[src/rtl/as_tx_arb.sv]
// Round-robin arbiter sharing one UART transmitter among NREQ requesters.
// Define AS_TX_ARB_WDOG_EN to enable the WAIT-state watchdog abort (err_o).
package as_pack;
    parameter int unsigned uart_width = 8;
endpackage

module as_tx_arb
    import as_pack::*;
#(
    parameter int unsigned NREQ     = 4,
    parameter int unsigned WDOG_CYC = 2000000
) (
    input  logic                       clk_i,
    input  logic                       rst_ni,
    input  logic [NREQ-1:0]            req_i,
    input  logic [NREQ*uart_width-1:0] data_i,
    output logic [NREQ-1:0]            gnt_o,
    output logic                       busy_o,
    output logic                       tx_start_o,
    output logic [uart_width-1:0]      tx_data_o,
    input  logic                       tx_rdy_i,
    output logic                       err_o
);
    localparam int unsigned IdxW = $clog2(NREQ);

    if (NREQ < 2 || NREQ > 8 || WDOG_CYC == 0) begin : g_bad_param
        $error("as_tx_arb: NREQ must be 2..8 and WDOG_CYC nonzero");
    end

    typedef enum logic [1:0] {StIdle, StSend, StWait} state_e;

    state_e                state_q, state_d;
    logic [IdxW-1:0]       last_q, last_d;
    logic [IdxW-1:0]       win_q, win_d;
    logic [uart_width-1:0] data_q, data_d;
    logic [IdxW-1:0]       pick;
    logic                  found;
    logic [31:0]           cand;
    logic                  wdog_hit;
    logic [uart_width-1:0] bytes_w [NREQ];

    for (genvar n = 0; n < NREQ; n++) begin : g_bytes
        assign bytes_w[n] = data_i[n*uart_width +: uart_width];
    end

    // Search last+1, last+2, ... with wrap; the first active requester wins.
    always_comb begin
        pick  = last_q;
        found = 1'b0;
        cand  = '0;
        for (int unsigned k = 1; k <= NREQ; k++) begin
            cand = 32'(last_q) + k;
            if (cand >= NREQ) begin
                cand = cand - NREQ;
            end
            if (!found && req_i[cand[IdxW-1:0]]) begin
                found = 1'b1;
                pick  = cand[IdxW-1:0];
            end
        end
    end

    always_comb begin
        state_d = state_q;
        last_d  = last_q;
        win_d   = win_q;
        data_d  = data_q;
        unique case (state_q)
            StIdle: begin
                if (found) begin
                    state_d = StSend;
                    win_d   = pick;
                    data_d  = bytes_w[pick];
                end
            end
            StSend: begin
                state_d = StWait;
                last_d  = win_q;
            end
            StWait: begin
                if (tx_rdy_i || wdog_hit) begin
                    state_d = StIdle;
                end
            end
            default: state_d = StIdle;
        endcase
    end

    always_ff @(posedge clk_i or negedge rst_ni) begin
        if (!rst_ni) begin
            state_q <= StIdle;
            last_q  <= IdxW'(NREQ - 1);
            win_q   <= '0;
            data_q  <= '0;
        end else begin
            state_q <= state_d;
            last_q  <= last_d;
            win_q   <= win_d;
            data_q  <= data_d;
        end
    end

`ifdef AS_TX_ARB_WDOG_EN
    localparam int unsigned CntW = $clog2(WDOG_CYC + 1);

    logic [CntW-1:0] wdog_q, wdog_d;
    logic            err_q;

    // wdog_q counts completed WAIT cycles; the limit hits during the last allowed one.
    assign wdog_hit = (wdog_q == CntW'(WDOG_CYC - 1));

    always_comb begin
        wdog_d = wdog_q;
        if (state_q == StSend) begin
            wdog_d = '0;
        end else if (state_q == StWait) begin
            wdog_d = wdog_q + 1'b1;
        end
    end

    always_ff @(posedge clk_i or negedge rst_ni) begin
        if (!rst_ni) begin
            wdog_q <= '0;
            err_q  <= 1'b0;
        end else begin
            wdog_q <= wdog_d;
            err_q  <= (state_q == StWait) && !tx_rdy_i && wdog_hit;
        end
    end

    assign err_o = err_q;
`else
    assign wdog_hit = 1'b0;
    assign err_o    = 1'b0;
`endif

    assign busy_o     = (state_q != StIdle);
    assign tx_start_o = (state_q == StSend);
    assign gnt_o      = (state_q == StSend) ? (NREQ'(1) << win_q) : '0;
    assign tx_data_o  = data_q;

endmodule

[config.mk]
export PLATFORM = sky130hd
export DESIGN_NAME = as_tx_arb
export DESIGN_NICKNAME = d
export VERILOG_FILES = /design/src/rtl/as_tx_arb.sv
export SDC_FILE = /design/constraint.sdc
export NUM_CORES = 1
export LEC_CHECK = 0
export BUFFER_PORTS_ARGS = -buffer_cell sky130_fd_sc_hd__buf_4
export CAP_MARGIN = 20
export CORE_MARGIN = 3
export CORE_UTILIZATION = 37
export DETAILED_ROUTE_END_ITERATION = 16
export PLACE_DENSITY = 0.84
export SLEW_MARGIN = 20
export SYNTH_ARGS = -nofsm -noshare
export SYNTH_HDL_FRONTEND = slang
export SYNTH_SLANG_ARGS = --single-unit
[constraint.sdc]
create_clock -name clk_i -period 1.8 [get_ports clk_i]
set_clock_uncertainty 0.15 [all_clocks]
set_input_delay 0.36 -clock clk_i [delete_from_list [all_inputs] [get_ports clk_i]]
set_output_delay 0.36 -clock clk_i [all_outputs]
set_load 0.1 [all_outputs]
=== After elaboration in Yosys (flattened, before gate mapping) ===
Cells that the tools add are included.

* Output and inout bits: 15
* Input port bits: 39
* Latch bits: 0
* Bits in writable memories: 0
* Bits in read-only memories: 0
* Bits in registers: 14
* Logic and storage cells: 64
* Memories: 0

* Eq/ne operators: 4
* Muxes and demuxes: 27
* Bitwise gates (word level): 1
* Shifts and indexed selects: 1
* Multiply operators: 0
* Reductions and logical operators: 10
* Div/mod/pow operators: 0
* Order comparisons: 9
* $add $sub $neg: 8

{| class="wikitable"
|+ Operators by type and width
! cell !! count
|-
| two-way mux 2 bit || 10
|-
| binary-select mux 8 bit (select 2 bit) || 1
|-
| two-way mux 8 bit || 2
|-
| >= comparator 3 bit (second input constant) || 4
|-
| < comparator 2 x 3 -> 1 bit (second input constant) || 4
|-
| binary-select mux 1 bit (select 2 bit) || 4
|-
| two-way mux 1 bit || 8
|-
| subtractor 2 x 1 -> 2 bit (second input constant) || 4
|-
| adder 2 x 2 -> 3 bit (second input constant) || 2
|-
| one-hot mux 2 bit (3 select lines) || 1
|-
| adder 2 x 3 -> 4 bit (second input constant) || 1
|-
| >= comparator 4 x 3 -> 1 bit (second input constant) || 1
|-
| two-way mux 4 bit || 1
|-
| != test 2 bit (second input constant) || 2
|-
| AND reduction 2 bit || 2
|-
| left shift 1 x 2 -> 4 bit (first input constant) || 1
|-
| adder 2 x 1 -> 3 bit (second input constant) || 1
|-
| logical AND 1 bit || 3
|-
| zero test 1 bit || 3
|-
| NOT 2 -> 3 bit || 1
|-
| == test 2 x 1 -> 1 bit (second input constant) || 1
|-
| == test 2 bit (second input constant) || 1
|-
| zero test 2 bit || 1
|-
| nonzero test 2 bit || 1
|}

=== Longest topological paths before layout ===
Gate-level depths: netlist (run 1).

* Word-level depth: 19
* Mapped depth: 7
* Gate-level depth less buffers: 5

=== Worst setup path after synthesis (run 1) ===
OpenSTA, ideal clock, no wires.

* Kind: register to output
* Start: register state_q[1]
* End: output port gnt_o[1]
* Buffers on the path: 0
* Cell stages (with the launch flop): 3
* Setup slack: -1516 ps
* Data arrival time: 2806 ps
* Cells stage by stage: dfrtp_1 > nand2b_1 > nor3b_1

* Cells in the longest elaborated chain, start to end: 2

{| class="wikitable"
|+ RTL lines
! what !! line !! text
|-
| start, declared || 32 || <nowiki>state_e state_q, state_d;</nowiki>
|-
| start signal, assigned || 91 || <nowiki>state_q <= StIdle;</nowiki>
|-
| start signal, assigned || 96 || <nowiki>state_q <= state_d;</nowiki>
|-
| == test 2 x 1 -> 1 bit || 139 || <nowiki>assign gnt_o = (state_q == StSend) ? (NREQ'(1) << win_q) : '0;</nowiki>
|-
| two-way mux 4 bit || 139 ||
|-
| end, declared || 17 || <nowiki>output logic [NREQ-1:0] gnt_o,</nowiki>
|}

No other way between the ends.

=== Final worst setup path (run 1) ===
* Start: register last_q[0]
* End: register data_q[1], in the netlist tx_data_o[1]

* Cells in the longest elaborated chain, start to end: 19

{| class="wikitable"
|+ RTL lines
! what !! line !! text
|-
| start, declared || 33 || <nowiki>logic [IdxW-1:0] last_q, last_d;</nowiki>
|-
| start signal, assigned || 92 || <nowiki>last_q <= IdxW'(NREQ - 1);</nowiki>
|-
| start signal, assigned || 97 || <nowiki>last_q <= last_d;</nowiki>
|-
| adder 2 x 1 -> 3 bit || 52 || <nowiki>cand = 32'(last_q) + k;</nowiki>
|-
| >= comparator 3 bit / subtractor 2 x 1 -> 2 bit (equally long branches) || 53, 54 ||
|-
| two-way mux 2 bit || 53 || <nowiki>if (cand >= NREQ) begin</nowiki>
|-
| binary-select mux 1 bit (select 2 bit) || 56 || <nowiki>if (!found && req_i[cand[IdxW-1:0]]) begin</nowiki>
|-
| two-way mux 1 bit (implied by the code) || 56 ||
|-
| two-way mux 1 bit || 56 ||
|-
| zero test 1 bit || 56 ||
|-
| logical AND 1 bit || 56 ||
|-
| (+2 left out) || - ||
|-
| logical AND 1 bit || 56 ||
|-
| two-way mux 1 bit || 56 ||
|-
| zero test 1 bit || 56 ||
|-
| logical AND 1 bit || 56 ||
|-
| two-way mux 2 bit || 56 ||
|-
| NOT 2 -> 3 bit (implied by the code) || 73 || <nowiki>data_d = bytes_w[pick];</nowiki>
|-
| binary-select mux 8 bit (select 2 bit) || 73 ||
|-
| two-way mux 8 bit (implied by the code) (2 in a row) || 73 ||
|-
| end signal, assigned || 99 || <nowiki>data_q <= data_d;</nowiki>
|-
| end, declared || 35 || <nowiki>logic [uart_width-1:0] data_q, data_d;</nowiki>
|}

Parallel ways exist; a longest one is shown, timed or not. The select of a mux whose other input is x is not followed.
A chain may end at the register's enable or synchronous reset.

==> results of run 1 <==
flip-flops by register name, indices dropped and copies added, names as in the netlist:
signal	count
win_q	2
last_q	2
state_q	2
tx_data_o	8
routing by layer:
layer  part of all wire, %  up-vias
met2                    55       35
met5                     0        -
met4                  0.55        0
li1                      -      433
met1                    38      422
met3                   6.0        3
power breakdown:
| part | internal (mW) | leakage [nW] | switching [mW] |
|---|---|---|---|
| Combinational | 0.878 | 0.568 | 1.64 |
| Sequential | 0.489 | 0.169 | 0.166 |
| Clock | 0.123 | 0.0210 | 0.120 |
| Total | 1.49 | 0.757 | 1.93 |
cells in the mapped netlist (all sizes together), types with 2 or more instances:
cell type and instances:
nand2b 5, dfstp 2, buf 4, dfrtp 12
nand2 18, o221ai 8, inv 3, nor2 3
o21ai 4, mux2i 16
area by class of cell:
class	count	area (sq um)	area share, %
timing repair buffer	63	562	36.9
multi-input combinational	65	523	34.3
sequential	14	353	23.2
clock buffer	4	36.3	2.38
tap	27	33.8	2.22
inverter	3	15.0	0.986
worst paths after layout:
| check | start | to | cells after the start |
|---|---|---|---|
| max in group asynchronous | rst_ni | last_q[1]$_DFFE_PN1P_ | 2 |
| min | tx_rdy_i | state_q[1]$_DFFE_PN0P_ | 2 |
| min in group asynchronous | rst_ni | tx_data_o[0]$_DFFE_PN0P_ | 2 |
| max reg2reg | last_q[0]$_DFFE_PN1P_ | tx_data_o[1]$_DFFE_PN0P_ | 6 |
| max | last_q[0]$_DFFE_PN1P_ | tx_data_o[1]$_DFFE_PN0P_ | 6 |
| min reg2reg | tx_data_o[7]$_DFFE_PN0P_ | tx_data_o[7]$_DFFE_PN0P_ | 2 |
critical path: stages (launching register included):
cell and delay [ps]:
sky130_fd_sc_hd__dfstp_2 560, sky130_fd_sc_hd__or2b_4 140, sky130_fd_sc_hd__o21ai_4 60, sky130_fd_sc_hd__a221oi_4 310, sky130_fd_sc_hd__buf_6 190, sky130_fd_sc_hd__mux2i_1 220, sky130_fd_sc_hd__o221ai_1 140
cell families (layout without fill, tap and decap cells):
group	after synthesis	in the layout	synth area share [%]
compound gates	17	17	15.9
buf+inv	8	70	6.85
flops	14	14	41.1
mux	16	16	18.7
other cells	1	1	0.437
simple gates	31	31	17.1
what timing repair did:
item / CTS / global route
pin swaps: 7 / 2
hold endpoints to repair: 14 / 0
setup endpoints to repair: 14 / 13
hold buffers: 1 / 0
gates resized for setup: 16 / 13
gates cloned: 0 / 1
setup buffers: 3 / 2
metrics by stage:
| stage | area (sq um) | std cells |
|---|---|---|
| after floorplan | 907 | 87 |
| final | 1520 | 176 |
| after global routing | 1520 | 176 |
| after CTS | 1450 | 173 |
| after global placement | 1310 | 165 |
| after detailed placement | 1310 | 165 |
==> results.rst, run 1 <==
.. list-table::
   :header-rows: 1

   * - Metric
     - Value
   * - Floorplan core area
     - 2080 sq um
   * - Master cell of the clock root buffer
     - sky130_fd_sc_hd__clkbuf_4
   * - Final Hold Vio Count
     - 0
   * - Cell types with the largest area share after synthesis
     - sky130_fd_sc_hd__dfrtp_1 35%, sky130_fd_sc_hd__mux2i_1 19%, sky130_fd_sc_hd__o221ai_1 8.2%
   * - Mean area per synthesized cell
     - 9.87 sq um
   * - CTS buffer count
     - 3
   * - Final worst-path cycle share
     - 107%
   * - Data required, critical path
     - 1800 ps
   * - Deepest level of the CTS H-tree
     - 1
   * - Violations in the final reports
     - setup timing
   * - Antenna diode count
     - 0
   * - Proportion of layout cells with a drive suffix above 1
     - 55.0%
   * - Layer with the highest usage after global routing
     - met2
   * - Max clock buf depth
     - 2
   * - Final worst slack
     - -122 ps
   * - Number of nets in the final layout
     - 189
   * - WL per Instance
     - 16.4 um
   * - Remaining routing DRC violations
     - 0
   * - Fill cells
     - 153
   * - Number of enable-type register cells in the synthesized netlist
     - 0
   * - Power per unit of standard cell area
     - 2240 nW/um^2
   * - Clock tree from TritonCTS
     - built
   * - Post-synthesis instance total
     - 87
   * - Initial antenna violation count
     - 0
   * - Number of violations reported at the end of detailed-routing iteration 0
     - 11
   * - Worst hold path class
     - primary input to register
   * - Detailed Routing Iterations Pass 1
     - 4
   * - Overall power after layout
     - 3.42 mW
   * - GRT Overall Usage
     - 19.9%
   * - Final antenna-violating net count
     - 0
   * - Fraction of synthesized cell area taken by the top area cell type
     - 35.0%
   * - Detailed-route vias per instance
     - 5.07
   * - Synthesis warning total
     - 0
   * - Count of standard-cell rows
     - 16
   * - Clk pin slew, worst setup/hold paths
     - 100 ps
   * - Cell taking the most area after synthesis
     - sky130_fd_sc_hd__dfrtp_1
   * - Setup TNS
     - -1030 ps
   * - Fraction of met1 tracks used by global routing
     - 21.5%
   * - Via count of the first global-routing pass
     - 892
   * - Post-Syn Area
     - 858 sq um
   * - Result of the run
     - complete, but fails checks
   * - Via count of the routed design
     - 893
   * - Final critical path time including I/O delays and setup
     - 1920 ps
   * - Worst Path Max Fanout
     - 6
   * - Highest clock frequency the design can meet
     - 520 MHz
   * - Count of buffers inserted at the top-level ports
     - 52
   * - Synth async-reset ratio
     - 100%
   * - Routed Wire Length
     - 2.89 mm
   * - IO Pins
     - 54
   * - Commonest non-fill, non-tap cell in the layout
     - sky130_fd_sc_hd__buf_4
   * - Most used flip-flop cell after synthesis
     - sky130_fd_sc_hd__dfrtp_1
   * - Number of clock sinks
     - 14
   * - DPL Wire Length
     - 2.03 mm
   * - Maximum VDD drop
     - 1780 uV
   * - R2R Setup Slk
     - -120 ps
   * - Signed area change from the synthesized netlist to the final layout
     - 77.4%
   * - Finish-stage setup viols
     - 13
   * - Die area
     - 2930 sq um
   * - Count of different cell masters after synthesis
     - 27
   * - Endpoint class of the critical path
     - register
   * - Maximum number of pins on one net before global-route repair
     - 15
   * - RSZ-0062 raised after global routing
     - yes
   * - Sequential fraction of the synthesis area
     - 41.1%
   * - WP data arrival
     - 1920 ps
   * - Global Route met2 Usage
     - 36.3%
   * - Horizontal extent of the die
     - 54.2 um
   * - Total overflow reported by the global router
     - 0
   * - Fin util
     - 73.1%
   * - Sort of element at the start of the critical path
     - register
   * - Effective utilization at floorplan
     - 41.2%
   * - Number of register bits inferred by synthesis
     - 14
   * - Pre-CTS worst setup slack
     - -140 ps
   * - Routability congestion estimate from global placement
     - 0.746
   * - Die Height
     - 54.2 um
   * - Wire length of the first global-routing pass
     - 4.04 mm
   * - Leakage Power
     - 0.757 nW
   * - Top library cells by usage in the layout, fill and taps aside
     - 53 x sky130_fd_sc_hd__buf_4, 17 x sky130_fd_sc_hd__nand2_1, 15 x sky130_fd_sc_hd__mux2i_1
   * - Post-route worst hold slack
     - 96.9 ps
   * - Maximum capacitance violations
     - 0
   * - WS Path Type
     - register to register
   * - Max-slew violation count
     - 0
   * - Met3 track demand over resource
     - 6.37%
   * - Post-synthesis net count
     - 126
   * - Source-to-sink clock delay at the later pin of the worst-skew pair
     - 290 ps
No activity file was read; power rests on OpenSTA's default activity.
==> inputs of run 2 (changes only) <==
CELL_PAD_IN_SITES_DETAIL_PLACEMENT = 1   (was unset)
CELL_PAD_IN_SITES_GLOBAL_PLACEMENT = 1   (was unset)
CORE_UTILIZATION = 26   (was 37)
HOLD_SLACK_MARGIN = 0.03   (was unset)
PLACE_DENSITY = 0.83   (was 0.84)
==> run 2 against run 1 <==
The run still ends with setup timing left. Sequential share of layout area is 1.3 points lower. Flip-flop and latch count unchanged. Utilization shrank 21 points. Total power rose by 5.5%. Die area increased by 37%. Final area is 6.3% higher. Worst hold slack improved by 60 ps. Clock power decreased by 5%. Critical path depth rose by 1. Via count rose by 4.5%. Critical path type unchanged. Critical endpoint is now tx_data_o[4]$_DFFE_PN0P_. Largest cell class unchanged. Largest power group unchanged.
==> results.rst, run 2 (same netlist as run 1, synthesis figures left out) <==
.. list-table::
   :header-rows: 1

   * - Metric
     - Value
   * - Result of the run
     - complete, but fails checks (unchanged)
   * - Violations in the final reports
     - setup timing (unchanged)
   * - Detailed-route vias per instance
     - 4.78 (was 5.07)
   * - Worst hold path class
     - primary input to register (unchanged)
   * - Endpoint class of the critical path
     - register (unchanged)
   * - Final worst-path cycle share
     - 109% (was 107%)
   * - Die Height
     - 63.5 um (was 54.2 um)
   * - Source-to-sink clock delay at the later pin of the worst-skew pair
     - 280 ps (was 290 ps)
   * - Effective utilization at floorplan
     - 27.7% (was 41.2%)
   * - Via count of the routed design
     - 933 (was 893)
   * - Final antenna-violating net count
     - 0 (unchanged)
   * - Maximum VDD drop
     - 704 uV (was 1780 uV)
   * - Maximum capacitance violations
     - 0 (unchanged)
   * - Highest clock frequency the design can meet
     - 510 MHz (was 520 MHz)
   * - Floorplan core area
     - 3100 sq um (was 2080 sq um)
   * - Via count of the first global-routing pass
     - 1007 (was 892)
   * - Max FFs per register
     - 8 (unchanged)
   * - WL per Instance
     - 17.3 um (was 16.4 um)
   * - Count of standard-cell rows
     - 20 (was 16)
   * - Number of violations reported at the end of detailed-routing iteration 0
     - 10 (was 11)
   * - RSZ-0062 raised after global routing
     - yes (unchanged)
   * - WS Path Type
     - register to register (unchanged)
   * - Data required, critical path
     - 1810 ps (was 1800 ps)
   * - Finish-stage setup viols
     - 13 (unchanged)
   * - Antenna diode count
     - 0 (unchanged)
   * - Routed Wire Length
     - 3.37 mm (was 2.89 mm)
   * - Die area
     - 4030 sq um (was 2930 sq um)
   * - Overall power after layout
     - 3.61 mW (was 3.42 mW)
   * - Post-route worst hold slack
     - 157 ps (was 96.9 ps)
   * - Initial antenna violation count
     - 0 (unchanged)
   * - Horizontal extent of the die
     - 63.5 um (was 54.2 um)
   * - Reg-to-Reg Start
     - last_q[0]$_DFFE_PN1P_ (unchanged)
   * - Commonest non-fill, non-tap cell in the layout
     - sky130_fd_sc_hd__buf_4 (unchanged)
   * - Top library cells by usage in the layout, fill and taps aside
     - 53 x sky130_fd_sc_hd__buf_4, 17 x sky130_fd_sc_hd__nand2_1, 14 x sky130_fd_sc_hd__mux2i_1 (was 53 x sky130_fd_sc_hd__buf_4, 17 x sky130_fd_sc_hd__nand2_1, 15 x sky130_fd_sc_hd__mux2i_1)
   * - Worst-case reg-to-reg path depth
     - 7 (was 6)
   * - Wire length of the first global-routing pass
     - 4.79 mm (was 4.04 mm)
   * - CTS buffer count
     - 3 (unchanged)
   * - Max clock buf depth
     - 2 (unchanged)
   * - Leakage Power
     - 0.785 nW (was 0.757 nW)
   * - Signed area change from the synthesized netlist to the final layout
     - 88.6% (was 77.4%)
   * - Final Hold Vio Count
     - 0 (unchanged)
   * - IO Pins
     - 54 (unchanged)
   * - Power per unit of standard cell area
     - 2230 nW/um^2 (was 2240 nW/um^2)
   * - Total overflow reported by the global router
     - 0 (unchanged)
   * - R2R Setup Slk
     - -160 ps (was -120 ps)
   * - Number of cells on the worst hold path
     - 2 (unchanged)
   * - Clock tree from TritonCTS
     - built (unchanged)
   * - Area used by multi-input combinational logic
     - 529 sq um (was 523 sq um)
   * - Seq. cell area
     - 354 sq um (was 353 sq um)
   * - WP data arrival
     - 1970 ps (was 1920 ps)
   * - Proportion of layout cells with a drive suffix above 1
     - 57.6% (was 55.0%)
   * - Final worst slack
     - -160 ps (was -122 ps)
   * - Number of nets in the final layout
     - 191 (was 189)
   * - Routability congestion estimate from global placement
     - 0.780 (was 0.746)
   * - Deepest level of the CTS H-tree
     - 1 (unchanged)
   * - Max-slew violation count
     - 0 (unchanged)
   * - GRT Overall Usage
     - 15.2% (was 19.9%)
   * - Sort of element at the start of the critical path
     - register (unchanged)
   * - Launching element of the worst setup path
     - last_q[0]$_DFFE_PN1P_ (unchanged)
   * - Critical register-to-register path endpoint
     - tx_data_o[4]$_DFFE_PN0P_ (was tx_data_o[1]$_DFFE_PN0P_)
   * - Fill cells
     - 361 (was 153)
   * - Final critical path time including I/O delays and setup
     - 1960 ps (was 1920 ps)
   * - Worst Path Max Fanout
     - 8 (was 6)
   * - Master cell of the clock root buffer
     - sky130_fd_sc_hd__clkbuf_4 (unchanged)
   * - Maximum number of pins on one net before global-route repair
     - 18 (was 15)
   * - Count of buffers inserted at the top-level ports
     - 52 (unchanged)
   * - End of the critical path
     - tx_data_o[4]$_DFFE_PN0P_ (was tx_data_o[1]$_DFFE_PN0P_)
   * - Detailed Routing Iterations Pass 1
     - 4 (unchanged)
   * - Number of clock sinks
     - 14 (unchanged)
   * - DPL Wire Length
     - 2.21 mm (was 2.03 mm)
   * - Remaining routing DRC violations
     - 0 (unchanged)
   * - Clk pin slew, worst setup/hold paths
     - 90 ps (was 100 ps)
-- run 2: stage by stage --
step	area [sq um]	cells	utilization [%]	setup WS (ps)	setup TNS [ps]
6_report	1620	195	52.2	-160	-1320
5_1_grt	1620	195	52.2	-221	-2380
4_1_cts	1460	188	47.1	-93.0	-749
3_5_place_dp	1350	181	43.5	-84.0	-591
3_3_place_gp	1350	181	43.5	-15.6	-78.9
2_1_floorplan	907	87	-	-270	-1010
-- run 2: how the worst min path moves through the flow --
stage          slack [ps]                       end     start
3_3_place_gp           70    state_q[1]$_DFFE_PN0P_    rst_ni
2_1_floorplan         -90    state_q[0]$_DFFE_PN0P_    rst_ni
4_1_cts               110    state_q[1]$_DFFE_PN0P_  tx_rdy_i
6_report              160    state_q[1]$_DFFE_PN0P_  tx_rdy_i
3_5_place_dp           70  tx_data_o[1]$_DFFE_PN0P_    rst_ni
5_1_grt               140    state_q[1]$_DFFE_PN0P_  tx_rdy_i
-- run 2: per-layer routing --
layer / global-route usage (%) / wire [um]
met2: 27.0 / 1820
met3: 3.39 / 189
met5: 0 / 0
met4: 7.28 / 114
met1: 16.9 / 1240
-- run 2: area by class of cell --
cell class / instances / area share [%]
inverter: 3 / 0.927
sequential: 14 / 21.9
multi-input combinational: 65 / 32.7
timing repair buffer: 65 / 38.9
tap: 44 / 3.40
clock buffer: 4 / 2.24
-- run 2: report_power, final --
part	switching (mW)	leakage, nW	total (mW)	internal (mW)
sequential	0.167	0.167	0.660	0.492
clock	0.109	0.0210	0.232	0.123
combinational	1.69	0.597	2.71	1.03
total	1.96	0.785	3.61	1.64
-- run 2: worst max-delay path: stages (launching register included) --
cell and delay (ps):
sky130_fd_sc_hd__dfstp_2 560, sky130_fd_sc_hd__or2b_4 140, sky130_fd_sc_hd__o21ai_4 70, sky130_fd_sc_hd__a221oi_4 260, sky130_fd_sc_hd__buf_12 160, sky130_fd_sc_hd__clkbuf_16 150, sky130_fd_sc_hd__mux2i_1 220, sky130_fd_sc_hd__o221ai_1 130
-- run 2: what timing repair did --
item	in CTS	in global routing
hold buffers	1	0
cloned	0	2
setup endpoints to repair	13	14
pin swaps	2	7
gates resized for setup	13	14
endpoints found under the hold margin	14	0
setup buffers	2	5
